File: src/rtl/alu_pkg.sv
// rtl/alu_pkg.sv - shared widths, op encoding and FSM state type for alu_arbiter
package alu_pkg;

  localparam int DATA_W = 16;
  localparam int SEL_W  = 3;

  localparam logic [SEL_W-1:0] OP_ADD = 3'h1;
  localparam logic [SEL_W-1:0] OP_SUB = 3'h2;
  localparam logic [SEL_W-1:0] OP_AND = 3'h3;
  localparam logic [SEL_W-1:0] OP_OR  = 3'h4;
  localparam logic [SEL_W-1:0] OP_XOR = 3'h5;

  typedef enum logic [1:0] {
    ST_IDLE = 2'd0,
    ST_EXEC = 2'd1,
    ST_DONE = 2'd2
  } state_t;

  // Valid ops occupy the contiguous range ADD..XOR.
  function automatic logic op_valid(input logic [SEL_W-1:0] sel);
    return (sel >= OP_ADD) && (sel <= OP_XOR);
  endfunction

endpackage

File: src/rtl/alu_arbiter_if.sv
// rtl/alu_arbiter_if.sv - two-requester ALU request/response bundle
interface alu_arbiter_if;
  import alu_pkg::*;

  logic              req0;
  logic              req1;
  logic [DATA_W-1:0] a0;
  logic [DATA_W-1:0] b0;
  logic [DATA_W-1:0] a1;
  logic [DATA_W-1:0] b1;
  logic [SEL_W-1:0]  sel0;
  logic [SEL_W-1:0]  sel1;
  logic              ack0;
  logic              ack1;
  logic [DATA_W-1:0] res0;
  logic [DATA_W-1:0] res1;
  logic              done0;
  logic              done1;
  logic              err;
  logic              busy;
  logic [7:0]        ops_count;

  modport master (
    output req0, req1, a0, b0, a1, b1, sel0, sel1,
    input  ack0, ack1, res0, res1, done0, done1, err, busy, ops_count
  );

  modport slave (
    input  req0, req1, a0, b0, a1, b1, sel0, sel1,
    output ack0, ack1, res0, res1, done0, done1, err, busy, ops_count
  );

endinterface

File: src/rtl/alu.sv
// rtl/alu.sv - combinational 16-bit ALU; invalid selects produce zero
module alu
  import alu_pkg::*;
(
  input  logic [DATA_W-1:0] A,
  input  logic [DATA_W-1:0] B,
  input  logic [SEL_W-1:0]  ALU_Sel,
  output logic [DATA_W-1:0] ALU_Out
);

  always_comb begin
    ALU_Out = '0;
    case (ALU_Sel)
      OP_ADD:  ALU_Out = A + B;
      OP_SUB:  ALU_Out = A - B;
      OP_AND:  ALU_Out = A & B;
      OP_OR:   ALU_Out = A | B;
      OP_XOR:  ALU_Out = A ^ B;
      default: ALU_Out = '0;
    endcase
  end

endmodule

File: src/rtl/alu_arbiter.sv
// rtl/alu_arbiter.sv - round-robin arbiter sharing one ALU between two requesters
module alu_arbiter
  import alu_pkg::*;
(
  input  logic         clk,
  input  logic         rst_n,
  alu_arbiter_if.slave bus
);

  state_t            state_q, state_d;
  logic              ptr_q, ptr_d;
  logic              winner_q, winner_d;
  logic [DATA_W-1:0] a_q, a_d;
  logic [DATA_W-1:0] b_q, b_d;
  logic [SEL_W-1:0]  sel_q, sel_d;
  logic              ack0_q, ack0_d;
  logic              ack1_q, ack1_d;
  logic              done0_q, done0_d;
  logic              done1_q, done1_d;
  logic              err_q, err_d;
  logic [DATA_W-1:0] res0_q, res0_d;
  logic [DATA_W-1:0] res1_q, res1_d;
  logic [7:0]        ops_count_q, ops_count_d;
  logic              win;
  logic [DATA_W-1:0] alu_out;

  alu u_alu (
    .A       (a_q),
    .B       (b_q),
    .ALU_Sel (sel_q),
    .ALU_Out (alu_out)
  );

  always_comb begin
    state_d     = state_q;
    ptr_d       = ptr_q;
    winner_d    = winner_q;
    a_d         = a_q;
    b_d         = b_q;
    sel_d       = sel_q;
    ack0_d      = 1'b0;
    ack1_d      = 1'b0;
    done0_d     = 1'b0;
    done1_d     = 1'b0;
    err_d       = 1'b0;
    res0_d      = res0_q;
    res1_d      = res1_q;
    ops_count_d = ops_count_q;

    // A lone requester wins outright; the pointer only breaks ties.
    win = ptr_q;
    if (bus.req0 && !bus.req1) begin
      win = 1'b0;
    end else if (bus.req1 && !bus.req0) begin
      win = 1'b1;
    end

    case (state_q)
      ST_IDLE: begin
        if (bus.req0 || bus.req1) begin
          state_d  = ST_EXEC;
          winner_d = win;
          a_d      = win ? bus.a1   : bus.a0;
          b_d      = win ? bus.b1   : bus.b0;
          sel_d    = win ? bus.sel1 : bus.sel0;
          ack0_d   = !win;
          ack1_d   = win;
        end
      end
      ST_EXEC: begin
        state_d = ST_DONE;
        done0_d = !winner_q;
        done1_d = winner_q;
        if (op_valid(sel_q)) begin
          ops_count_d = ops_count_q + 8'd1;
          if (winner_q) begin
            res1_d = alu_out;
          end else begin
            res0_d = alu_out;
          end
        end else begin
          err_d = 1'b1;
        end
      end
      ST_DONE: begin
        state_d = ST_IDLE;
        ptr_d   = !winner_q;
      end
      default: state_d = ST_IDLE;
    endcase
  end

  always_ff @(posedge clk or negedge rst_n) begin
    if (!rst_n) begin
      state_q     <= ST_IDLE;
      ptr_q       <= 1'b0;
      winner_q    <= 1'b0;
      a_q         <= '0;
      b_q         <= '0;
      sel_q       <= '0;
      ack0_q      <= 1'b0;
      ack1_q      <= 1'b0;
      done0_q     <= 1'b0;
      done1_q     <= 1'b0;
      err_q       <= 1'b0;
      res0_q      <= '0;
      res1_q      <= '0;
      ops_count_q <= 8'h00;
    end else begin
      state_q     <= state_d;
      ptr_q       <= ptr_d;
      winner_q    <= winner_d;
      a_q         <= a_d;
      b_q         <= b_d;
      sel_q       <= sel_d;
      ack0_q      <= ack0_d;
      ack1_q      <= ack1_d;
      done0_q     <= done0_d;
      done1_q     <= done1_d;
      err_q       <= err_d;
      res0_q      <= res0_d;
      res1_q      <= res1_d;
      ops_count_q <= ops_count_d;
    end
  end

  assign bus.ack0      = ack0_q;
  assign bus.ack1      = ack1_q;
  assign bus.done0     = done0_q;
  assign bus.done1     = done1_q;
  assign bus.err       = err_q;
  assign bus.res0      = res0_q;
  assign bus.res1      = res1_q;
  assign bus.ops_count = ops_count_q;
  assign bus.busy      = (state_q != ST_IDLE);

endmodule

File: src/flat_wrapper.sv
// flat-port wrapper written by rule: the top's interface ports become plain ports
module alu_arbiter_flat import alu_pkg::*;
  (clk, rst_n, bus_req0, bus_req1, bus_a0, bus_b0, bus_a1, bus_b1, bus_sel0, bus_sel1, bus_ack0, bus_ack1, bus_res0, bus_res1, bus_done0, bus_done1, bus_err, bus_busy, bus_ops_count);
  alu_arbiter_if bus_i ();
  input  logic clk;
  input  logic rst_n;
  input wire logic [$bits(bus_i.req0)-1:0] bus_req0;
  input wire logic [$bits(bus_i.req1)-1:0] bus_req1;
  input wire logic [$bits(bus_i.a0)-1:0] bus_a0;
  input wire logic [$bits(bus_i.b0)-1:0] bus_b0;
  input wire logic [$bits(bus_i.a1)-1:0] bus_a1;
  input wire logic [$bits(bus_i.b1)-1:0] bus_b1;
  input wire logic [$bits(bus_i.sel0)-1:0] bus_sel0;
  input wire logic [$bits(bus_i.sel1)-1:0] bus_sel1;
  output wire logic [$bits(bus_i.ack0)-1:0] bus_ack0;
  output wire logic [$bits(bus_i.ack1)-1:0] bus_ack1;
  output wire logic [$bits(bus_i.res0)-1:0] bus_res0;
  output wire logic [$bits(bus_i.res1)-1:0] bus_res1;
  output wire logic [$bits(bus_i.done0)-1:0] bus_done0;
  output wire logic [$bits(bus_i.done1)-1:0] bus_done1;
  output wire logic [$bits(bus_i.err)-1:0] bus_err;
  output wire logic [$bits(bus_i.busy)-1:0] bus_busy;
  output wire logic [$bits(bus_i.ops_count)-1:0] bus_ops_count;
  assign bus_i.req0 = bus_req0;
  assign bus_i.req1 = bus_req1;
  assign bus_i.a0 = bus_a0;
  assign bus_i.b0 = bus_b0;
  assign bus_i.a1 = bus_a1;
  assign bus_i.b1 = bus_b1;
  assign bus_i.sel0 = bus_sel0;
  assign bus_i.sel1 = bus_sel1;
  assign bus_ack0 = bus_i.ack0;
  assign bus_ack1 = bus_i.ack1;
  assign bus_res0 = bus_i.res0;
  assign bus_res1 = bus_i.res1;
  assign bus_done0 = bus_i.done0;
  assign bus_done1 = bus_i.done1;
  assign bus_err = bus_i.err;
  assign bus_busy = bus_i.busy;
  assign bus_ops_count = bus_i.ops_count;
  alu_arbiter u_core (.clk(clk), .rst_n(rst_n), .bus(bus_i));
endmodule
File: config.mk
export PLATFORM = sky130hd
export DESIGN_NAME = alu_arbiter_flat
export DESIGN_NICKNAME = d
export VERILOG_FILES = /design/src/rtl/alu_pkg.sv /design/src/rtl/alu_arbiter_if.sv /design/src/rtl/alu.sv /design/src/rtl/alu_arbiter.sv /design/src/flat_wrapper.sv
export SDC_FILE = /design/constraint.sdc
export NUM_CORES = 1
export LEC_CHECK = 0
export BUFFER_PORTS_ARGS = -buffer_cell sky130_fd_sc_hd__buf_4
export CORE_ASPECT_RATIO = 1.1
export CORE_MARGIN = 1.5
export CORE_UTILIZATION = 59
export CTS_CLUSTER_DIAMETER = 30
export CTS_CLUSTER_SIZE = 8
export DETAILED_ROUTE_END_ITERATION = 10
export GPL_ROUTABILITY_DRIVEN = 0
export PLACE_DENSITY = 0.86
export SYNTH_ARGS = -nofsm -noshare
export SYNTH_HDL_FRONTEND = slang
export SYNTH_SLANG_ARGS = --single-unit
File: constraint.sdc
create_clock -name clk -period 9.6 [get_ports clk]
set_input_delay 0.48 -clock clk [delete_from_list [all_inputs] [get_ports clk]]
set_output_delay 0.48 -clock clk [all_outputs]
set_load 0.05 [all_outputs]
==> impl_metrics.env <==
export IMPL_numCtsBuffers=9
export IMPL_hold_path_class="in2async"
export IMPL_hold_ws_ns=0.274
export IMPL_io_pins=120
export IMPL_syn_nets=689
export IMPL_fin_setup_tns_ns=0
export IMPL_r2r_end="u_core.bus.res0[14]"
export IMPL_diodes=0
export IMPL_drcViolationCount=0
export IMPL_setup_viol=0
export IMPL_worstSkewPairLatency_ns=0.37
export IMPL_port_buffers=119
export IMPL_clkTransAtPathRegs_ns=0.09
export IMPL_path_class="reg2reg"
export IMPL_grt_max_degree=85
export IMPL_dp_hpwl_um=9820
export IMPL_synth_flop_cell="dfrtp_1"
export IMPL_coreArea_um2=8870
export IMPL_reg2reg_depth=10
export IMPL_max_freq_mhz=257
export IMPL_dieArea_um2=9690
export IMPL_via_per_inst=6.06
export IMPL_path_cells="or2b_1 > nor2_1 > mux2_2 > fa_1 > nor2b_1 > o31ai_1 > a31o_2 > o211a_1 > o31ai_1 > mux2_2"
export IMPL_crit_path_end_kind="flip-flop"
export IMPL_yosysUniqueCellTypes=53
export IMPL_finalCriticalPeriod_ns=3.89
export IMPL_globalRouteOverflowTotal=0
export IMPL_ctsResizeCount=0
export IMPL_drt_initial_drc_count=503
export IMPL_vias=4784
export IMPL_postCtsSetupRepairBufs=0
export IMPL_cts_sinks=84
export IMPL_gr_usage_met1=0.393
export IMPL_outcome="finished clean"
export IMPL_r2r_slack_ns=5.71
export IMPL_wl_per_cell_um=16.4
export IMPL_final_cell_mix="buf_4, dfrtp_1, inv_1"
export IMPL_gr_usage_met2=0.433
export IMPL_clk_path_buf_depth=2
export IMPL_die_h_um=103
export IMPL_seq_area_frac_synth=0.391
export IMPL_required_ns=9.91
export IMPL_cp_start_kind="flip-flop"
export IMPL_multi_input_area_um2=2860
export IMPL_syn_to_final_growth_pct=21.0
export IMPL_worstSetupEndpoint="u_core.bus.res0[14]"
export IMPL_busiest_layer="met2"
export IMPL_grt_pass1_wl_um=20900
export IMPL_wl_um=13000
export IMPL_min_period_over_period=0.405
export IMPL_rsz0062_at_grt="false"
export IMPL_use_met3=0.0494
export IMPL_antenna_found_initial=0
export IMPL_r2r_start="u_core.sel_q[1]"
export IMPL_layout_commonest_cell="buf_4"
export IMPL_cap_viol_max_count=0
export IMPL_cp_startpoint="u_core.sel_q[1]"
export IMPL_synth_cells=565
export IMPL_layout_drive_gt1_share=0.241
export IMPL_cp_max_fo=16
export IMPL_max_slew_margin=0.184
export IMPL_crit_path_max_incr_delay_ns=0.75
export IMPL_root_buffer="clkbuf_8"
export IMPL_nets=795
export IMPL_fillers=653
export IMPL_firstDrtPassIters=10
export IMPL_worst_path_max_delay_cell="nor2_1"
export IMPL_syn_avg_cell_area_um2=9.52
export IMPL_yosys_warnings=0
export IMPL_synth_area_um2=5380
export IMPL_grt_usage=0.276
export IMPL_drv_slew=0
export IMPL_die_width_um=94.0
export IMPL_hold_violations=0
export IMPL_cts_hold_buf=0
export IMPL_fin_worst_skew_ns=0.0149
export IMPL_grt_pass1_vias=4325
export IMPL_worstPathArrival_ns=4.20
export IMPL_synth_seq_cells=84
export IMPL_cts_max_level=3
export IMPL_drtAntennaViolNets=0
export IMPL_synth_edf_count=0
export IMPL_cts_tree="done"
export IMPL_worstMarginPinSlew_ns=1.22
export IMPL_post_route_util=0.733
export IMPL_ys_async_sr_fraction=1.00
export IMPL_regArea_um2=2100
export IMPL_start_util=0.606
export IMPL_core_rowCount=36
==> synth_stat cells (3+ instances only) <==
cell,count,area share
a22oi_1,9,0.013
nand4_1,5,0.0058
nand3_1,13,0.012
and3_1,3,0.0035
a21o_1,6,0.0084
inv_1,77,0.054
buf_6,3,0.0063
buf_2,8,0.0074
a21oi_1,25,0.023
or3_1,4,0.0047
nor3_1,7,0.0065
nand2_1,47,0.033
mux2_2,18,0.038
nand2b_1,6,0.0070
nor2_1,21,0.015
a31oi_1,6,0.0070
o211ai_1,5,0.0070
a222oi_1,40,0.074
xor2_1,6,0.0098
dfrtp_1,84,0.39
o21a_1,8,0.011
and2_1,3,0.0035
nor2b_1,5,0.0058
xnor2_1,22,0.036
clkbuf_1,15,0.010
o31ai_1,7,0.0098
ha_1,49,0.11
o21ai_0,30,0.028
==> state kept, by name (all words and copies together), names as in the netlist, 2 cells and up <==
name and count:
u_core.state_q 2, u_core.a_q 16, u_core.bus.res0 16, u_core.bus.ops_count 8
u_core.bus.res1 16, u_core.sel_q 3, u_core.b_q 16
==> how the worst min path moves through the flow <==
| stage | startpoint | endpoint | cells after the start |
|---|---|---|---|
| after floorplan | rst_n | u_core.a_q[0] | 0 |
| after global placement | u_core.bus.ops_count[7] | u_core.bus.ops_count[7] | 1 |
| after detailed placement | u_core.bus.ops_count[7] | u_core.bus.ops_count[7] | 1 |
| after CTS | rst_n | u_core.bus.ack0 | 1 |
| after global routing | bus_a0[10] | u_core.a_q[10] | 3 |
| final | rst_n | u_core.bus.ack0 | 1 |
==> stage by stage <==
stage,std cells,setup slack [ns],area (um^2)
after CTS,789,5.77,6510
after global placement,774,5.96,6310
final,789,5.71,6510
after global routing,789,5.49,6510
after detailed placement,774,5.82,6310
after floorplan,565,6.53,5380
==> metal layers <==
layer	vias up	wire, um	share of wire
met3	17	1120	0.086
li1	2251	-	-
met1	2281	5690	0.44
met5	-	0	0
met2	235	5990	0.46
met4	0	159	0.012
==> cells by family after synthesis <==
family / synth area share
buffers and inverters: 0.0787
xor gates and xnor gates: 0.0456
and+or+nand+nor: 0.113
AOI/OAI and AO/OA: 0.213
adders and majority gates: 0.118
muxes: 0.0414
DFF: 0.391
==> area by class of cell <==
class / instances / share of cell area
Sequential cell: 84 / 0.323
Inverter: 77 / 0.0444
Tap cell: 114 / 0.0219
Multi-Input combinational cell: 377 / 0.439
Clock inverter: 6 / 0.0115
Timing Repair Buffer: 122 / 0.141
Clock buffer: 9 / 0.0190
==> worst max-delay path: cells and delay by family, from the launching register on <==
kind | cells | cell delay [ns]
muxes | 2 | 0.67
DFF | 1 | 0.57
and+or+nand+nor | 3 | 1.23
AOI/OAI and AO/OA | 4 | 0.90
adders and majority gates | 1 | 0.46
Power is left out: the tool's default activity adds up to more than one toggle a clock period on the data nets, which glitch-free logic cannot reach.
